[src/rtl/ser_sched.sv]
// ser_sched: round-robin scheduler that picks one of four requesters and
// shifts its captured nibble out LSB first as a framed serial stream.
// Optional feature macro: SER_SCHED_PARITY_EN appends an even-parity bit
// (XOR of the nibble) to every frame, which makes the frame 5 cycles long.
//
// state | meaning
// IDLE  | no frame in flight; req_i is sampled on every edge
// SHIFT | frame bits on serial_o; req_i is sampled on the final bit
module ser_sched (
  input  logic        clk,
  input  logic        reset,
  input  logic [3:0]  req_i,
  input  logic [15:0] data_i,
  output logic [3:0]  gnt_o,
  output logic        serial_o,
  output logic        valid_o,
  output logic        last_o,
  output logic [1:0]  id_o,
  output logic        busy_o
);

`ifdef SER_SCHED_PARITY_EN
  localparam int FW = 5;
`else
  localparam int FW = 4;
`endif
  localparam logic [2:0] LAST_CNT = 3'(FW - 1);

  typedef enum logic {IDLE, SHIFT} state_t;

  state_t        state, state_nxt;
  logic [2:0]    cnt, cnt_nxt;
  logic [1:0]    ptr, ptr_nxt;
  logic [FW-1:0] shreg, shreg_nxt;
  logic [1:0]    id, id_nxt;
  logic [3:0]    gnt, gnt_nxt;

  logic          decide;
  logic          win_found;
  logic [1:0]    win;
  logic [1:0]    idx;
  logic [3:0]    nib;
  logic [FW-1:0] load;

  // Round-robin search: first set request at or above ptr, wrapping mod 4.
  // Scanning offsets downward lets the smallest offset win.
  always_comb begin
    win_found = 1'b0;
    win       = ptr;
    idx       = ptr;
    for (int i = 3; i >= 0; i--) begin
      idx = ptr + 2'(i);
      if (req_i[idx]) begin
        win_found = 1'b1;
        win       = idx;
      end
    end
  end

  assign nib = data_i[{win, 2'b00} +: 4];

`ifdef SER_SCHED_PARITY_EN
  assign load = {^nib, nib};
`else
  assign load = nib;
`endif

  // Next-state: shift while in a frame, and re-arbitrate at decision points.
  always_comb begin
    state_nxt = state;
    cnt_nxt   = cnt;
    ptr_nxt   = ptr;
    shreg_nxt = shreg;
    id_nxt    = id;
    gnt_nxt   = 4'b0000;
    decide    = (state == IDLE) || ((state == SHIFT) && (cnt == LAST_CNT));

    if (state == SHIFT) begin
      cnt_nxt   = cnt + 3'd1;
      shreg_nxt = shreg >> 1;
    end

    if (decide) begin
      if (win_found) begin
        state_nxt = SHIFT;
        cnt_nxt   = 3'd0;
        ptr_nxt   = win + 2'd1;
        shreg_nxt = load;
        id_nxt    = win;
        gnt_nxt   = 4'b0001 << win;
      end else begin
        state_nxt = IDLE;
        cnt_nxt   = 3'd0;
        shreg_nxt = '0;
        id_nxt    = 2'd0;
      end
    end
  end

  // State register with synchronous active-low reset; a reset drops any
  // frame in flight and its nibble.
  always_ff @(posedge clk) begin
    if (!reset) begin
      state <= IDLE;
      cnt   <= 3'd0;
      ptr   <= 2'd0;
      shreg <= '0;
      id    <= 2'd0;
      gnt   <= 4'b0000;
    end else begin
      state <= state_nxt;
      cnt   <= cnt_nxt;
      ptr   <= ptr_nxt;
      shreg <= shreg_nxt;
      id    <= id_nxt;
      gnt   <= gnt_nxt;
    end
  end

  assign busy_o   = (state == SHIFT);
  assign valid_o  = busy_o;
  assign serial_o = busy_o & shreg[0];
  assign last_o   = busy_o && (cnt == LAST_CNT);
  assign id_o     = busy_o ? id : 2'd0;
  assign gnt_o    = gnt;

endmodule
[config.mk]
export PLATFORM = sky130hd
export DESIGN_NAME = ser_sched
export DESIGN_NICKNAME = d
export VERILOG_FILES = /design/src/rtl/ser_sched.sv
export SDC_FILE = /design/constraint.sdc
export NUM_CORES = 1
export LEC_CHECK = 0
export CORE_AREA = 2 2 47 49
export CTS_CLUSTER_SIZE = 28
export DETAILED_ROUTE_END_ITERATION = 8
export DIE_AREA = 0 0 49 51
export PLACE_DENSITY = 0.74
export SLEW_MARGIN = 10
export SYNTH_ARGS = -nofsm -noshare
export SYNTH_HDL_FRONTEND = slang
export SYNTH_SLANG_ARGS = --single-unit
[constraint.sdc]
create_clock -name clk -period 2 [get_ports clk]
set_clock_uncertainty 0.05 [all_clocks]
set_input_delay 0.2 -clock clk [delete_from_list [all_inputs] [get_ports clk]]
set_output_delay 0.2 -clock clk [all_outputs]
set_load 0.005 [all_outputs]
# Word level (Yosys, flattened, before mapping)
# Index checks and enable logic that the tools add are counted.
# word_totals
output_inout_bits,10
word_cells,49
inputBits,22
reg_bits,16
# classes
magnitude_cmp,4
n_mux,22
bitwise_logic,3
addsub,5
eq_ne,1
reduce_logical,6
n_shift,2
# op_table
op,n
variable part select 16 x 5 -> 4 bit,1
"< comparator 2 x 3 -> 1 bit, second input constant",4
2-to-1 mux 2 bit,6
2-to-1 mux 4 bit,3
2-to-1 mux 1 bit,9
binary-select mux 1 bit (select 2 bit),4
"adder 2 x 1 -> 2 bit, second input constant",2
"adder 2 bit, second input constant",2
"left shift 1 x 2 -> 4 bit, first input constant",1
"adder 3 x 1 -> 3 bit, second input constant",1
"== test 3 x 2 -> 1 bit, second input constant",1
AND reduction 3 bit,1
NOT 1 bit,2
AND reduction 2 bit,1
nonzero test 2 bit,1
OR reduction 2 bit,1
AND 1 bit,1
logical AND 1 bit,1
logical OR 1 bit,1

# Logic depth before layout (Yosys ltp)
# Gate-level depths: netlist of run 1.
# logic_depth
depth_word,10
mapped_depth,8
mapped_depth_nobuf,7

# Worst setup path after synthesis of run 1
# Ideal clock, no wire load.
# synth_path
path_kind,register -> register
from,register cnt[0]
to,register shreg[0]
arrival_ps,1524
setup_slack_ps,341
n_path_buf,1
required_ps,1866
setup_time_ps,84
synth_period_minus_slack_ps,1659
stages_incl_launch_ff,9
cell_sequence,dfxtp_1 -> ha_1 -> ha_1 -> nor2b_4 -> nor2_1 -> nand2_1 -> or2_1 -> buf_2 -> o221ai_1
# synth_between
elab_chain_len,4
elab_cells_between_ends,5
cone_classes,1 x eq/ne; 1 x mux; 3 x reduce/logical
# synth_rtl
element,line,rtl
from (decl),32,"logic [2:0] cnt, cnt_nxt;"
from (signal assigned),112,cnt <= cnt_nxt;
== test 3 x 2 -> 1 bit (*),76,decide = (state == IDLE) || ((state == SHIFT) && (cnt == LAST_CNT));
logical AND 1 bit (*),76,
logical OR 1 bit (*),76,
2-to-1 mux 4 bit / nonzero test 2 bit (equally long branches),n/a,
to (signal assigned),114,shreg <= shreg_nxt;
to (decl),34,"logic [FW-1:0] shreg, shreg_nxt;"
# Every way passes the cells marked *; elsewhere a longest branch is shown, timed or not.
# A chain may end at the register's enable or synchronous reset.

# Final worst setup path of run 1
# layout_path
from,register cnt[0]
to,output port last_o
# layout_between
elab_chain_len,2
# layout_rtl
element,line,rtl
== test 3 x 2 -> 1 bit,123,assign last_o = busy_o && (cnt == LAST_CNT);
logical AND 1 bit,123,
to (decl),17,"output logic last_o,"
# No other way between the ends.

==> results of run 1 <==
[metrics by stage]
step,cell area [um2],TNS [ns],setup WS (ns),power (W),std cells
floorplan,778.2,0,0.3414,0.0004923,83
global placement,1119,-0.4306,-0.1164,0.0005647,142
detailed placement,1119,-0.8778,-0.2354,0.0005711,142
CTS,1141,0,0.06438,0.0007334,145
global route,1161,0,0.05420,0.0007818,147
finish,1161,0,0.1570,0.0007313,147
[flip-flops by register name (all words and copies together) (netlist names)]
name	count
busy_o	1
id	2
cnt	3
ptr	2
gnt_o	4
shreg	4
[cells by family (layout without fill, tap and decap cells)]
family | after synthesis | in the layout
simple gates | 31 | 31
buf+inv | 9 | 45
fa+ha+maj | 2 | 2
compound gates | 16 | 16
xor+xnor | 1 | 1
mux | 8 | 8
flops | 16 | 16
[power groups by stage]
stage,Combinational [W],Clock [W],Sequential [W]
5_1_grt,0.000231,0.000184,0.000367
6_report,0.000211,0.000158,0.000362
2_1_floorplan,0.000126,0,0.000366
4_1_cts,0.000202,0.000170,0.000362
3_5_place_dp,0.000202,0,0.000369
3_3_place_gp,0.000195,0,0.000369
[area by class of cell]
cell class,count,area share (%)
Sequential cell,16,27.59
Multi-Input combinational cell,58,35.56
Inverter,6,1.940
Clock buffer,3,1.940
Tap cell,28,3.017
Timing Repair Buffer,36,29.96
[worst max-delay path, delay by kind of cell (launching register included)]
family                     cells  cell delay [ns]
and+or+nand+nor                1             0.16
DFF                            1             0.32
buffers and inverters          1             0.43
adders and majority gates      2             0.42
[metal layers]
layer | GRT usage [%] | up-vias
li1 | - | 358
met1 | 13.92 | 302
met5 | 0 | -
met2 | 27.85 | 22
met4 | 5.714 | 0
met3 | 2.632 | 2
[final timing paths]
kind	start	end	slack (ns)	depth (start not counted)
min reg2reg	cnt[0]	cnt[0]	0.37	1
max reg2reg	cnt[0]	shreg[0]	0.27	7
min	cnt[0]	cnt[0]	0.37	1
max	cnt[0]	last_o	0.16	4
[cell usage in the layout, fill, tap and decap left out]
master           instances
nand3_2                  1
clkbuf_4                 3
a31oi_1                  2
or2b_2                   1
or2_1                    1
o22ai_1                  2
nand2b_2                 1
nor3b_1                  1
mux2i_1                  8
nor2b_4                  1
nor2_1                   8
nor2b_1                  1
buf_4                    5
or2b_1                   1
a21boi_0                 1
nand2_1                  8
ha_1                     2
a211oi_1                 1
inv_1                    6
and3_1                   1
a21oi_2                  1
clkdlybuf4s50_1         31
xnor2_1                  1
a22oi_1                  1
o21ai_2                  1
o221ai_1                 3
o21ai_0                  1
dfxtp_1                 16
a211oi_4                 1
a21oi_1                  2
nor4_1                   1
and2_1                   5
[repair_timing]
action | CTS | global route
buffers inserted | 0 | 2
gates resized for setup | 0 | 1
setup endpoints to repair | 0 | 1
==> results.md, run 1 <==
* Cell variety after synth at 32
* Hold Vio Cnt, Final at 0
* WL per Instance at 10.49 um
* Critical Path Max Stage Delay at 0.43 ns
* Die span in y at 51 um
* Worst hold path class: flop to flop
* Met1 WL at 643 um
* GRT overflow at 0
* Tmin final at 1.843 ns
* Worst path cell trace: ha_1 -> ha_1 -> and2_1 -> clkdlybuf4s50_1
* Largest family of logic cells by synthesized area: simple AND/OR/NAND/NOR gates
* Post-synthesis mux area share at 10.29%
* Share of cells above drive strength 1 at 12.61%
* Top layer used by detailed routing: met4
* Syn nets at 107
* Slew Viols, Final at 0
* Slew @ Worst Pin at 0.3892 ns
* Simple-gate share of the synthesized area at 21.54%
* DR vias at 684
* Total GRT Usage at 13.88%
* EDFF count, synth at 0
* Met2 WL at 812 um
* Internal at 0.0005405 W
* Rows at 17
* Synth cell count leaders: 16 x dfxtp_1, 8 x mux2i_1, 8 x nand2_1, 8 x nor2_1, 6 x inv_1
* Sequential share of power at 49.5%
* Initial core utilization at 37.72%
* H-Tree Depth at 1
* Register area at 320.3 um2
* Antenna diodes at 0
* Clock Sink Count at 16
* Crit Path Class: flop to output pin
* Layout area overhead at 49.20%
* Synth area leaders: dfxtp_1 41%, mux2i_1 10%, and2_1 4.0%, nand2_1 3.9%, nor2_1 3.9%
* Register area share after synthesis at 41.16%
* Global-route wire length before repair at 2691 um
* Post-route DRC at 0
* Clock Latency Late Sink at 0.27 ns
* Share of the synthesized area in the top cell type at 41.16%
* Synth Cell Area at 778.2 um2
* Total Nets Final at 145
* DR pass1 iterations at 4
* FMAX at 542.6 MHz
* Initial drt markers at 6
* Synth Area in XOR/XNOR at 1.125%
* Final setup viols at 0
* Compound-gate portion of the synthesized area at 16.24%
* Area leader, netlist: dfxtp_1
* RePlAce Congestion at 0.6969
* Final WL at 1542 um
* DP HPWL at 1282 um
* Fin Hold WS at 0.3687 ns
* Vias in the first global route at 701
* P_leak at 0.4777 nW
* Core ar. at 2063 um2
* Max-cap violation count at 0
* Worst EP required at 1.75 ns
* Reg clk slew, reported paths at 0.08 ns
* Pwr dens at 629.8 nW/um2
* Slew margin rel. at 73.82%
* Critical Path Sink Type: output pin
* Most used flip-flop cell after synthesis: dfxtp_1
* Syn Inst Count at 83
* Die area at 2499 um2
* Synth Area in Adders at 3.215%
* Clk network pwr share at 21.7%
* Critical Path Most Common Cell: ha_1
* Fill cell count at 197
* Initial antenna violation count at 0
* Clk buf depth at 2
* Hold_buf cts at 0
* Startpoint types: flop
* Data arrival time of the critical path at 1.59 ns
* Fraction of registers with async set/reset at 0%
* Layout Utilization at 56.28%
* Syn avg cell area at 9.376 um2
* Via density at 4.653
* Largest net degree at the start of global routing at 15
* Final ANT Viol Nets at 0
* Critical path peak fanout at 2
* Post-synthesis register bit count at 16
* DR WL met3 at 74 um
* Switching share of power at 26.08%
* Inserted Clock Buffers at 3
* Clock root cell: clkbuf_4
* Synth Warn # at 0
* Peak VDD IR at 376.8 uV
* Status: finished, final reports clean
* Switch Pwr at 0.0001907 W
* Area of the multi-input gates at 412.9 um2
* I/O Buffers at 31
* Most common cell in the netlist: dfxtp_1
* Unrepaired setup endpoints after global routing: false
* Final worst path period share at 92.15%
* Combinational power share at 28.8%
* I/O pins at 32
* CTS tree: yes
* Worst path slowest cell: clkdlybuf4s50_1
* Die width at 49 um
Note: power is estimated with default switching activity, not from simulation.
==> run 2, diff against run 1 <==
--- a/config.mk
+++ b/config.mk
@@ -6,4 +6,5 @@
 export NUM_CORES = 1
 export LEC_CHECK = 0
+export ABC_CLOCK_PERIOD_IN_PS = 2000
 export CORE_AREA = 2 2 47 49
 export CTS_CLUSTER_SIZE = 28
==> constraint.sdc (replaced) <==
create_clock -name clk -period 2 [get_ports clk]
set_clock_uncertainty 0.05 [all_clocks]
set_input_delay 0.2 -clock clk [delete_from_list [all_inputs] [get_ports clk]]
set_output_delay 0.2 -clock clk [all_outputs]
set_load 0.02 [all_outputs]
==> run 2 against run 1 <==
Net effect:
- power rose by 1.7%
- global-route usage did not move
- first-iteration DRC count did not move
- cell count did not move
- critical path depth rose by 3
- combinational power rose by 6%
- non-clock buffer count did not move
- register-to-register slack barely moved
==> results.md, run 2 (synthesis results as in run 1) <==
* Inserted Clock Buffers at 3
* Slew @ Worst Pin at 0.3892 ns
* FMAX at 564.7 MHz
* RePlAce Congestion at 0.6969
* Status: finished, final reports clean
* Data arrival time of the critical path at 1.87 ns
* Vias in the first global route at 701
* Global-route wire length before repair at 2691 um
* CP startpoint: req_i[2]
* FF-to-FF End: shreg[0]
* Reg clk slew, reported paths at 0.08 ns
* Commonest non-fill, non-tap cells in the layout: 30 x clkdlybuf4s50_1, 16 x dfxtp_1, 8 x nor2_1, 8 x nand2_1, 8 x mux2i_1
* Post-route DRC at 0
* GRT overflow at 0
* Hold Vio Cnt, Final at 0
* Initial drt markers at 6
* Largest net degree at the start of global routing at 15
* Crit Path Class: input pin to flop
* Worst R2R Setup Slack at 0.27 ns
* Tmin final at 1.771 ns
* Most common cell after layout, fill and taps aside: clkdlybuf4s50_1
* Worst hold path class: flop to flop
* Initial antenna violation count at 0
* CTS tree: yes
* Final worst path period share at 88.55%
* Setup_tns at 0 ns
* Worst EP required at 2.09 ns
* Final ANT Viol Nets at 0
* Slew Viols, Final at 0
* I/O Buffers at 31
* CP Capture Point: shreg[0]
* Max-cap violation count at 0
* Die width at 49 um
* Clock Latency Late Sink at 0.27 ns
* Critical Path Sink Type: flop
* H-Tree Depth at 1
* Critical path peak fanout at 6
* Total GRT Usage at 13.88%
* Clock root cell: clkbuf_4
* Clk buf depth at 2
* Post-place setup slack at -0.2354 ns
* Final WL at 1549 um
* DR vias at 685
* P_leak at 0.4964 nW
* Non-Filler Instances at 147
* FF-to-FF path depth at 7
* Pwr dens at 639.2 nW/um2
* Clock Sink Count at 16
* Total Nets Final at 145
* Fin worst setup slack at 0.2290 ns
* Final setup viols at 0
* Layout area overhead at 49.52%
* Peak VDD IR at 378.3 uV
* Dpl cells at 142
* Unrepaired setup endpoints after global routing: false
* Launching point of the worst reg2reg path: cnt[0]
* Fin Hold WS at 0.3687 ns
* Slew margin rel. at 73.82%
* Share of cells above drive strength 1 at 12.61%
* I/O pins at 32
* Die area at 2499 um2
* Die span in y at 51 um
* Startpoint types: input pin
* Hold wc startpoint: cnt[0]
* Rows at 17
* Antenna diodes at 0
* DR pass1 iterations at 4
* Via density at 4.660
* WL per Instance at 10.54 um
* Core ar. at 2063 um2
* Initial core utilization at 37.72%
* DP HPWL at 1282 um
## run 2: power by group
part	switching, W	internal (W)	leakage, nW
logic	0.0000975	0.000126	0.351
clock network	0.0000888	0.0000696	0.0138
registers	0.0000167	0.000345	0.131
total	0.000203	0.000541	0.496
## run 2: layout make-up
| type | count | area, um2 |
|---|---|---|
| clock buffers | 3 | 22.52 |
| flip-flops and latches | 16 | 320.3 |
| well taps | 28 | 35.03 |
| inverters | 6 | 22.52 |
| fillers | 196 | 899.6 |
| repair buffers | 36 | 350.3 |
| multi-input cells | 58 | 412.9 |
## run 2: how the worst min path moves through the flow
stage,to,cells after the start
floorplan,id[0],1
global placement,cnt[0],1
detailed placement,cnt[0],1
CTS,cnt[0],1
global route,cnt[0],1
finish,cnt[0],1
## run 2: critical path, cell delays in order
cell and delay, ns:
clkdlybuf4s50_1 0.51, buf_4 0.12, nor3b_1 0.16, a31oi_1 0.06, a31oi_1 0.35, or2_1 0.29
o221ai_1 0.17
## run 2: per-stage QoR
step                total power (W)  util [%]  cell area [um2]
finish                    0.0007438     56.40             1164
global placement          0.0005771     54.21             1119
global route              0.0007941     56.40             1164
CTS                       0.0007459     55.31             1141
detailed placement        0.0005836     54.21             1119
floorplan                 0.0005047         -            778.2
## run 2: what timing repair did
action,in CTS,in global routing
gates resized for setup,0,2
endpoints found under the hold margin,0,0
hold buffers,0,0
buffers inserted,0,2
setup endpoints to repair,0,2
## run 2: layer usage
metal | track usage [%] | vias up | routed length [um] | part of all wire [%]
met4 | 5.714 | 0 | 12 | 0.77
met1 | 13.92 | 303 | 651 | 42
li1 | - | 358 | - | -
met2 | 27.85 | 22 | 812 | 52
met5 | 0 | - | 0 | 0
met3 | 2.632 | 2 | 73 | 4.7
==> run 3, diff against run 2 <==
Settings changed: CORE_AREA 2 2 47 49 to 2 2 44 46, DIE_AREA 0 0 49 51 to 0 0 46 48, DONT_BUFFER_PORTS set to 1, PLACE_DENSITY 0.74 to 0.6.
==> run 3 against run 2 <==
Net effect:
- wire length fell by 11%
- sequential power grew 2%
- clock power is essentially flat
- critical path depth unchanged
- largest power group unchanged
==> results.md, run 3 (synthesis results as in run 1) <==
* Status: finished, final reports clean
* Max-cap violation count at 0
* Reg clk slew, reported paths at 0.08 ns
* P_leak at 0.3535 nW
* I/O pins at 32
* Sequential share of power at 54.7%
* Final worst path period share at 90.42%
* Worst EP required at 2.14 ns
* Final setup viols at 0
* Crit Path Class: flop to flop
* Combinational power share at 21.6%
* Final ANT Viol Nets at 0
* I/O Buffers at 0
* Vias in the first global route at 533
* GRT overflow at 0
* Data arrival time of the critical path at 1.95 ns
* Switch Pwr at 0.0001890 W
* Layout area overhead at 6.592%
* DR vias at 570
* Unrepaired setup endpoints after global routing: false
* Global-route wire length before repair at 2104 um
* Total Nets Final at 113
* Initial antenna violation count at 0
* RePlAce Congestion at 0.7972
* Total GRT Usage at 13.27%
* Setup_tns at 0 ns
* Slew margin rel. at 75.30%
* DP HPWL at 1051 um
* Rows at 15
* Grt met2 use at 20.83%
* Critical path peak fanout at 6
* Peak VDD IR at 338.9 uV
* Most used routing layer: met2
* Pwr dens at 811.1 nW/um2
* Clock root cell: clkbuf_4
* Die span in y at 48 um
* Post-route DRC at 0
* Die area at 2208 um2
* Register area at 320.3 um2
* Commonest non-fill, non-tap cells in the layout: 16 x dfxtp_1, 8 x nor2_1, 8 x nand2_1, 8 x mux2i_1, 6 x inv_1
* Inserted Clock Buffers at 3
* Post-place setup slack at 0.2129 ns
* Post-cts resize count at 0
* Largest net degree at the start of global routing at 15
* Most common cell after layout, fill and taps aside: dfxtp_1
* Via density at 5.481
* GR Util met1 at 16.55%
* Internal at 0.0004839 W
* Met3 Usage GRT at 3.774%
* Fin worst setup slack at 0.1915 ns
* Fill cell count at 170
* Worst hold path class: input pin to flop
* Share of cells above drive strength 1 at 12.64%
* Initial drt markers at 11
* WL per Instance at 13.21 um
* Clock Sink Count at 16
* H-Tree Depth at 1
* Clk network pwr share at 23.7%
* Slew @ Worst Pin at 0.3672 ns
* Initial core utilization at 46.07%
* Area of the multi-input gates at 407.9 um2
* Core ar. at 1689 um2
* Antenna diodes at 0
* Clock Latency Late Sink at 0.27 ns
* Tmin final at 1.808 ns
* Switching share of power at 28.08%
* Critical Path Sink Type: flop
* FMAX at 552.9 MHz
* Clk buf depth at 2
* Startpoint types: flop
* Final WL at 1374 um
* Fin Hold WS at 0.01504 ns
* Hold Vio Cnt, Final at 0
* Die width at 46 um
* Slew Viols, Final at 0
* CTS tree: yes
* DR pass1 iterations at 4
run 3: changes by cell type in the layout (fill, tap and decap cells not counted):
cell	change
nand3_2	-1
buf_4	-3
dlygate4sd3_1	+2
nand3_1	+1
dlymetal6s2s_1	-1
clkdlybuf4s50_1	-30
run 3: metal layers:
metal,share of wire (%),wire (um)
met3,5.2,72
met4,0.80,11
met1,47,640
met2,47,649
met5,0,0
run 3: timing repair:
item                                   4_1_cts  5_1_grt
setup buffers                                0        0
hold buffers                                 1        1
endpoints found under the hold margin        1        1
run 3: path summary, 6_finish.rpt:
check	start	end	slack (ns)	cells past startpoint
setup reg to reg	cnt[0]	shreg[2]	0.19	7
hold / removal	reset	cnt[2]	0.02	2
hold reg to reg	cnt[0]	cnt[0]	0.38	1
setup / recovery	cnt[0]	shreg[2]	0.19	7
run 3: area by class of cell:
cell class,count,share of cell area (%)
Clock buffer,3,2.715
Inverter,6,2.715
Multi-Input combinational cell,58,49.17
Sequential cell,16,38.61
Tap cell,17,2.564
Timing Repair Buffer,4,4.223
run 3: power groups by stage:
stage | Combinational [W] | Sequential (W) | Clock (W)
6_report | 0.000145 | 0.000368 | 0.000160
5_1_grt | 0.000162 | 0.000372 | 0.000184
4_1_cts | 0.000145 | 0.000368 | 0.000165
3_5_place_dp | 0.000143 | 0.000376 | 0
3_3_place_gp | 0.000141 | 0.000375 | 0
2_1_floorplan | 0.000131 | 0.000373 | 0
run 3: metrics by stage:
| step | instance area, um2 | power [W] | utilization (%) | std cells |
|---|---|---|---|---|
| 6_report | 829.5 | 0.0006729 | 49.11 | 104 |
| 5_1_grt | 829.5 | 0.0007172 | 49.11 | 104 |
| 4_1_cts | 819.5 | 0.0006778 | 48.52 | 103 |
| 3_5_place_dp | 787.0 | 0.0005191 | 46.59 | 99 |
| 3_3_place_gp | 787.0 | 0.0005160 | 46.59 | 99 |
| 2_1_floorplan | 778.2 | 0.0005047 | - | 83 |
run 3: worst max-delay path, cell delays in order (launching register included):
cell and delay, ns:
dfxtp_1 0.34, ha_1 0.15, ha_1 0.21, nor2b_4 0.07, nor2_1 0.28, nand2_1 0.11, or2_1 0.30, o221ai_1 0.22
